<file path="src/rtl/if_id_queue_pkg.sv">
// if_id_queue_pkg: shared constants and sizing helpers for the fetch/decode queue.
package if_id_queue_pkg;
  localparam int INST_ADDR_BUS_W = 32;
  localparam int INST_BUS_W = 32;
  localparam logic [31:0] ZERO_WORD = 32'h0;
  localparam logic [31:0] NOP_INST = 32'h0;
  function automatic int ptr_w(int depth);
    return depth > 1 ? $clog2(depth) : 1;
  endfunction
endpackage

</file>
<file path="src/rtl/if_id_queue.sv">
// if_id_queue: DEPTH-entry (pc, inst) queue between fetch and decode with flush and occupancy.
module if_id_queue
  import if_id_queue_pkg::*;
#(
  parameter int ADDR_W = INST_ADDR_BUS_W,
  parameter int INST_W = INST_BUS_W,
  parameter int DEPTH = 2
) (
  input  logic                       clk,
  input  logic                       rst,
  input  logic                       flush,
  input  logic                       if_valid,
  input  logic [ADDR_W-1:0]          if_pc,
  input  logic [INST_W-1:0]          if_inst,
  output logic                       if_ready,
  input  logic                       stall,
  input  logic                       stall_aluop,
  output logic                       id_valid,
  output logic [ADDR_W-1:0]          id_pc,
  output logic [INST_W-1:0]          id_inst,
  output logic [$clog2(DEPTH+1)-1:0] count
);
  localparam int PW = ptr_w(DEPTH);
  localparam int CW = $clog2(DEPTH+1);
  logic [ADDR_W-1:0] pc_q [DEPTH];
  logic [INST_W-1:0] inst_q [DEPTH];
  logic [PW-1:0] rd_ptr_q, rd_ptr_d, wr_ptr_q, wr_ptr_d;
  logic [CW-1:0] cnt_q, cnt_d;
  logic push, pop;
  assign if_ready = cnt_q < CW'(DEPTH);
  assign id_valid = cnt_q != '0;
  assign push = if_valid & if_ready;
  assign pop = id_valid & ~(stall | stall_aluop);
  // Empty head reads as zero so decode sees a NOP bubble.
  assign id_pc = id_valid ? pc_q[rd_ptr_q] : '0;
  assign id_inst = id_valid ? inst_q[rd_ptr_q] : '0;
  assign count = cnt_q;
  always_comb begin
    rd_ptr_d = flush ? '0 : !pop ? rd_ptr_q : (rd_ptr_q == PW'(DEPTH-1)) ? '0 : rd_ptr_q + 1'b1;
    wr_ptr_d = flush ? '0 : !push ? wr_ptr_q : (wr_ptr_q == PW'(DEPTH-1)) ? '0 : wr_ptr_q + 1'b1;
    cnt_d = flush ? '0 : cnt_q + CW'(push) - CW'(pop);
  end
  always_ff @(posedge clk) begin
    if (rst) begin
      rd_ptr_q <= '0;
      wr_ptr_q <= '0;
      cnt_q <= '0;
    end else begin
      rd_ptr_q <= rd_ptr_d;
      wr_ptr_q <= wr_ptr_d;
      cnt_q <= cnt_d;
    end
  end
  always_ff @(posedge clk) begin
    if (push && !flush && !rst) begin
      pc_q[wr_ptr_q] <= if_pc;
      inst_q[wr_ptr_q] <= if_inst;
    end
  end
endmodule

</file>
<file path="config.mk">
export PLATFORM = sky130hd
export DESIGN_NAME = if_id_queue
export DESIGN_NICKNAME = d
export VERILOG_FILES = /design/src/rtl/if_id_queue_pkg.sv /design/src/rtl/if_id_queue.sv
export SDC_FILE = /design/constraint.sdc
export NUM_CORES = 1
export LEC_CHECK = 0
export CAP_MARGIN = 10
export CORE_ASPECT_RATIO = 0.5
export CORE_UTILIZATION = 43
export DETAILED_ROUTE_END_ITERATION = 12
export PLACE_DENSITY = 0.75
export SLEW_MARGIN = 20
export SYNTH_ARGS = -nofsm -noshare
export SYNTH_HDL_FRONTEND = slang
export SYNTH_SLANG_ARGS = --single-unit
</file>
<file path="constraint.sdc">
create_clock -name clk -period 9.09 [get_ports clk]
set_input_delay 2.727 -clock clk [delete_from_list [all_inputs] [get_ports clk]]
set_output_delay 2.727 -clock clk [all_outputs]
set_load 0.005 [all_outputs]
</file>
==> results.json, run 1 <==
{
  "ctsResizeCount": 0,
  "ys_ff_latch": 133,
  "fin_tns_setup_ns": 0,
  "drv_cap": 0,
  "worst_setup_hold_path_clk_slew_ns": 0.05,
  "grt_usage_pct": 16.7,
  "internal_power_mw": 1.11,
  "period_needed_ns": 5.26,
  "cp_data_arrival_time_ns": 2.54,
  "h-tree-depth": 4,
  "fin_hold_ws_ns": 0.530,
  "max_freq_ghz": 0.190,
  "grt.overflow.total": 0,
  "syn_to_final_growth_pct": 39.6,
  "dp_hpwl_mm": 6.05,
  "p_per_area_nw_per_um2": 192,
  "drive_gt1_share_pct": 6.07,
  "hold_class": "reg2reg",
  "antenna_found_initial": 0,
  "pwr-share-comb_pct": 7.0,
  "firstDrtPassIters": 4,
  "ios": 138,
  "yosys.cell_count.top_type": "edfxtp_1",
  "clock_latency_ns": 0.40,
  "drtIter0Drc": 209,
  "finalNetCount": 521,
  "rsz0062_at_grt": "no",
  "rrSetupSlack_ns": 7.10,
  "postSynthAreaPerCell_um2": 16.7,
  "routabilityCongestion": 0.688,
  "n_antenna_cell": 0,
  "syn_inst": 305,
  "sw_frac_of_total_pct": 19.1,
  "crit_path_start_kind": "flip-flop",
  "pwr-share-clk_pct": 42.6,
  "synth_edf_count": 128,
  "ys_top_cells_by_count": "edfxtp_1 (128), nor2_1 (68), mux2i_1 (65)",
  "finalCritPeriodShare_pct": 57.9,
  "tightest_slew_ns": 1.15,
  "vias": 2956,
  "relSlewSlack_pct": 23.2,
  "avgViaCountPerCell": 4.77,
  "synth_flop_cell": "edfxtp_1",
  "p_switching_mw": 0.261,
  "clock-sinks": 133,
  "portBuffers": 137,
  "die-area_um2": 12300,
  "cp.required_ns": 6.36,
  "async_flop_share_pct": 0,
  "power.leakage_nw": 2.26,
  "cts_setup_buffers": 0,
  "synth_top_area_cell": "edfxtp_1",
  "fin_total_pwr_mw": 1.37,
  "core_area_um2": 11300,
  "finalWirelength_mm": 9.89,
  "cts_tree": "built",
  "setup_viol": 0,
  "final_hold_viol_count": 0,
  "synth_area_um2": 5110,
  "cts_root_buf": "clkbuf_16",
  "finalClockSkew_ns": 0.00467,
  "numCtsBuffers": 17,
  "synth.area.top_cells": "edfxtp_1 (75%), mux2i_1 (13%), nor2_1 (5.0%), dfxtp_1 (2.0%), buf_4 (1.9%)",
  "synth_top_area_share_pct": 75.3,
  "postLayoutCoreUtil_pct": 63.2,
  "die_x_um": 156,
  "grt_pass1_wl_mm": 15.1,
  "maxSlewViolCount": 0,
  "ant_nets": 0,
  "yosysUniqueCellTypes": 23,
  "yosys_warnings": 0,
  "placementRows": 27,
  "grt_pass1_vias": 2998,
  "drc_errors": 0,
  "ys_seq_area_share_pct": 77.2,
  "wire_per_inst_um": 15.9,
  "synth_nets": 376,
  "crit_path_max_fanout": 64,
  "hold_buffers": 0,
  "critPathKind": "reg2out",
  "outcome": "completed",
  "clock_path_buffers": 2,
  "seqPwrFrac_pct": 50.4,
  "grt_max_degree": 68,
  "ir_drop_uv": 123,
  "start_util_pct": 45.3,
  "die_y_um": 79.1,
  "crit_path_end_kind": "output pin"
}
==> final timing paths <==
kind | start | endpoint | depth (start not counted)
max | flip-flop | id_pc[14] | 4
min | rd_ptr_q | flip-flop | 2
max reg2reg | count[1] | inst_q[1][13] | 3
min reg2reg | rd_ptr_q | flip-flop | 2
==> through the flow <==
| step | cell area, µm² | worst slack [ns] | std cells |
|---|---|---|---|
| global placement | 6630 | 4.26 | 590 |
| CTS | 7130 | 3.84 | 620 |
| detailed placement | 6630 | 4.21 | 590 |
| finish | 7130 | 3.83 | 620 |
| floorplan | 5110 | 2.07 | 305 |
| global route | 7130 | 3.73 | 620 |
==> critical path: stages, from the launching register on <==
cell	delay (ns)
dfxtp_4	0.32
buf_4	0.75
mux2i_1	0.27
nor2_1	0.14
clkdlybuf4s50_1	0.51
==> kinds of logic after synthesis <==
family | after synthesis | share of synthesized area [%]
buf+inv | 19 | 2.40
xor+xnor | 1 | 0.172
simple gates | 81 | 6.66
compound gates | 5 | 0.563
fa+ha+maj | 1 | 0.245
flops | 133 | 77.2
mux | 65 | 12.7
==> area by class of cell <==
cell class,count,area [µm²]
clock inverter,10,66.3
tap,159,199
sequential,133,3950
clock buffer,20,437
timing repair buffer,141,1400
multi-input combinational,153,1060
inverter,4,15.0
fill,836,4150
==> per-layer routing <==
layer  vias up  track usage (%)  part of all wire [%]
met4         0             8.92                   1.6
met2        63             30.1                    55
met1      1448             18.9                    40
li1       1433                -                     -
met3        12             3.66                   3.3
met5         -                0                     0
==> registers in the layout, summed over array words and instances (netlist names), named ones only <==
name,count
count,2
pc_q,64
rd_ptr_q,1
inst_q,64
wr_ptr_q,1
==> cell usage in the layout, fill, tap and decap left out, types with 2 or more instances in the layout <==
master / count
clkdlybuf4s50_1: 137
edfxtp_1: 128
nor2_1: 67
mux2i_1: 65
clkbuf_16: 17
clkinv_1: 7
inv_1: 4
dfxtp_1: 4
buf_4: 4
a21oi_1: 3
clkbuf_1: 3
nor4b_1: 2
clkinv_2: 2
==> power by group through the flow <==
stage          registers [mW]  clock network [mW]  logic, mW
2_1_floorplan           0.702                   0     0.0310
3_3_place_gp            0.701                   0     0.0941
3_5_place_dp            0.702                   0     0.0959
4_1_cts                 0.689               0.598     0.0965
5_1_grt                 0.690               0.623      0.103
6_report                0.690               0.583     0.0952
No activity file was read; power rests on OpenSTA's default activity.
==> run 2: changes to the inputs <==
Settings changed: CORE_UTILIZATION 43 to 48, PLACE_DENSITY 0.75 to 0.8.
Clock period 9.09 ns to 4.96 ns, I/O delays scaled along.
==> results.json, run 2 (same netlist as run 1, synthesis figures left out) <==
{
  "clock_latency_ns": 0.40,
  "crit_path_start_kind": "flip-flop",
  "grt_usage_pct": 18.7,
  "fin_hold_ws_ns": 0.522,
  "finalCritPeriodShare_pct": 78.4,
  "path_cells": "buf_4 > mux2i_1 > nor2_1 > clkdlybuf4s50_1",
  "hold_class": "reg2reg",
  "critPathKind": "reg2out",
  "period_needed_ns": 3.89,
  "max_freq_ghz": 0.257,
  "grt_max_degree": 65,
  "tightest_slew_ns": 0.766,
  "worst_setup_hold_path_clk_slew_ns": 0.06,
  "vias": 2985,
  "critPathBufInv": 2,
  "die_x_um": 148,
  "final_hold_viol_count": 0,
  "ant_nets": 0,
  "syn_to_final_growth_pct": 42.8,
  "core_area_um2": 10300,
  "avgViaCountPerCell": 4.93,
  "grt_pass1_wl_mm": 14.8,
  "antenna_found_initial": 0,
  "power.leakage_nw": 2.35,
  "maxSlewViolCount": 0,
  "holdPathEnd": "rd_ptr_q",
  "cts_tree": "built",
  "wire_per_inst_um": 17.0,
  "final_common_cell": "clkdlybuf4s50_1",
  "r2r-end": "inst_q[1][30]",
  "drv_cap": 0,
  "placementRows": 26,
  "grt.overflow.total": 0,
  "numCtsBuffers": 17,
  "ctsResizeCount": 0,
  "cpPeakStageDelay_ns": 0.77,
  "cp.required_ns": 3.47,
  "drc_errors": 0,
  "cp_top_family": "buffers and inverters",
  "outcome": "completed",
  "cts_root_buf": "clkbuf_16",
  "finalClockSkew_ns": 0.00546,
  "fin_tns_setup_ns": 0,
  "start_util_pct": 49.7,
  "rr_startpoint": "count[1]",
  "dp_hpwl_mm": 6.33,
  "h-tree-depth": 4,
  "crit_path_end_kind": "output pin",
  "hold_buffers": 0,
  "rsz0062_at_grt": "no",
  "firstDrtPassIters": 4,
  "routabilityCongestion": 0.722,
  "nFillCells": 671,
  "crit_path_max_fanout": 39,
  "finalNetCount": 523,
  "clock-sinks": 133,
  "ios": 138,
  "postLayoutCoreUtil_pct": 70.9,
  "clock_path_buffers": 2,
  "setup_viol": 0,
  "relSlewSlack_pct": 48.8,
  "final_cell_mix": "clkdlybuf4s50_1 (137), edfxtp_1 (128), nor2_1 (67)",
  "grt_pass1_vias": 2968,
  "portBuffers": 137,
  "die-area_um2": 11100,
  "cp_slowest_cell": "dfxtp_4",
  "n_antenna_cell": 0,
  "cp_data_arrival_time_ns": 2.40,
  "rrSetupSlack_ns": 2.94,
  "finalWirelength_mm": 10.3,
  "drive_gt1_share_pct": 8.82,
  "min_from": "rd_ptr_q",
  "p_per_area_nw_per_um2": 380,
  "ir_drop_uv": 266,
  "drtIter0Drc": 94,
  "holdPathStages": 2,
  "cts_setup_buffers": 0,
  "rr_worst_depth": 3,
  "die_y_um": 74.9
}
[run 2: cell types whose count changed in the layout (fill, tap and decap cells not counted), sizes merged]
cell | before | now
bufinv | 1 | 5
clkinv | 9 | 8
buf | 4 | 6
clkinvlp | 0 | 2
clkbuf | 20 | 17
[run 2: how the worst max path moves through the flow]
stage / end / slack [ns] / cells past startpoint
floorplan: inst_q[0][0] / 0.68 / 3
global placement: inst_q[1][24] / 1.46 / 4
detailed placement: inst_q[1][26] / 1.42 / 4
CTS: id_pc[13] / 1.01 / 4
global route: id_pc[8] / 0.92 / 4
finish: id_pc[13] / 1.07 / 4
[run 2: final cells by class]
cell class / count / area [µm²] / share of cell area (%)
multi-input cells: 153 / 1060 / 14.6
inverters: 4 / 15.0 / 0.206
well taps: 140 / 175 / 2.40
clock inverters: 15 / 211 / 2.90
flip-flops and latches: 133 / 3950 / 54.1
repair buffers: 143 / 1450 / 19.9
clock buffers: 17 / 425 / 5.83
[run 2: power breakdown]
part           total (mW)  internal [mW]  switching [mW]
registers            1.26           1.26         0.00881
logic               0.178          0.108          0.0700
clock network        1.33          0.886           0.445
[run 2: metal layers]
layer	vias up	wire length [µm]	global-route usage, %
met5	-	0	0
met4	0	91	8.82
met3	6	451	5.82
met2	68	5640	34.9
met1	1471	4070	20.0
li1	1440	-	-
[run 2: stage by stage]
| step | std cells | total power, mW | area [µm²] | worst slack [ns] |
|---|---|---|---|---|
| final | 605 | 2.77 | 7290 | 1.07 |
| after CTS | 605 | 2.79 | 7290 | 1.01 |
| after global placement | 573 | 1.46 | 6660 | 1.46 |
| after floorplan | 305 | 1.34 | 5120 | 0.679 |
| after global routing | 605 | 2.85 | 7290 | 0.924 |
| after detailed placement | 573 | 1.46 | 6660 | 1.42 |
[run 2: worst min-delay path, delay by kind of cell, from the launching register on]
family             cells  cell delay [ns]
AOI/OAI and AO/OA      2             0.17
DFF                    1             0.31
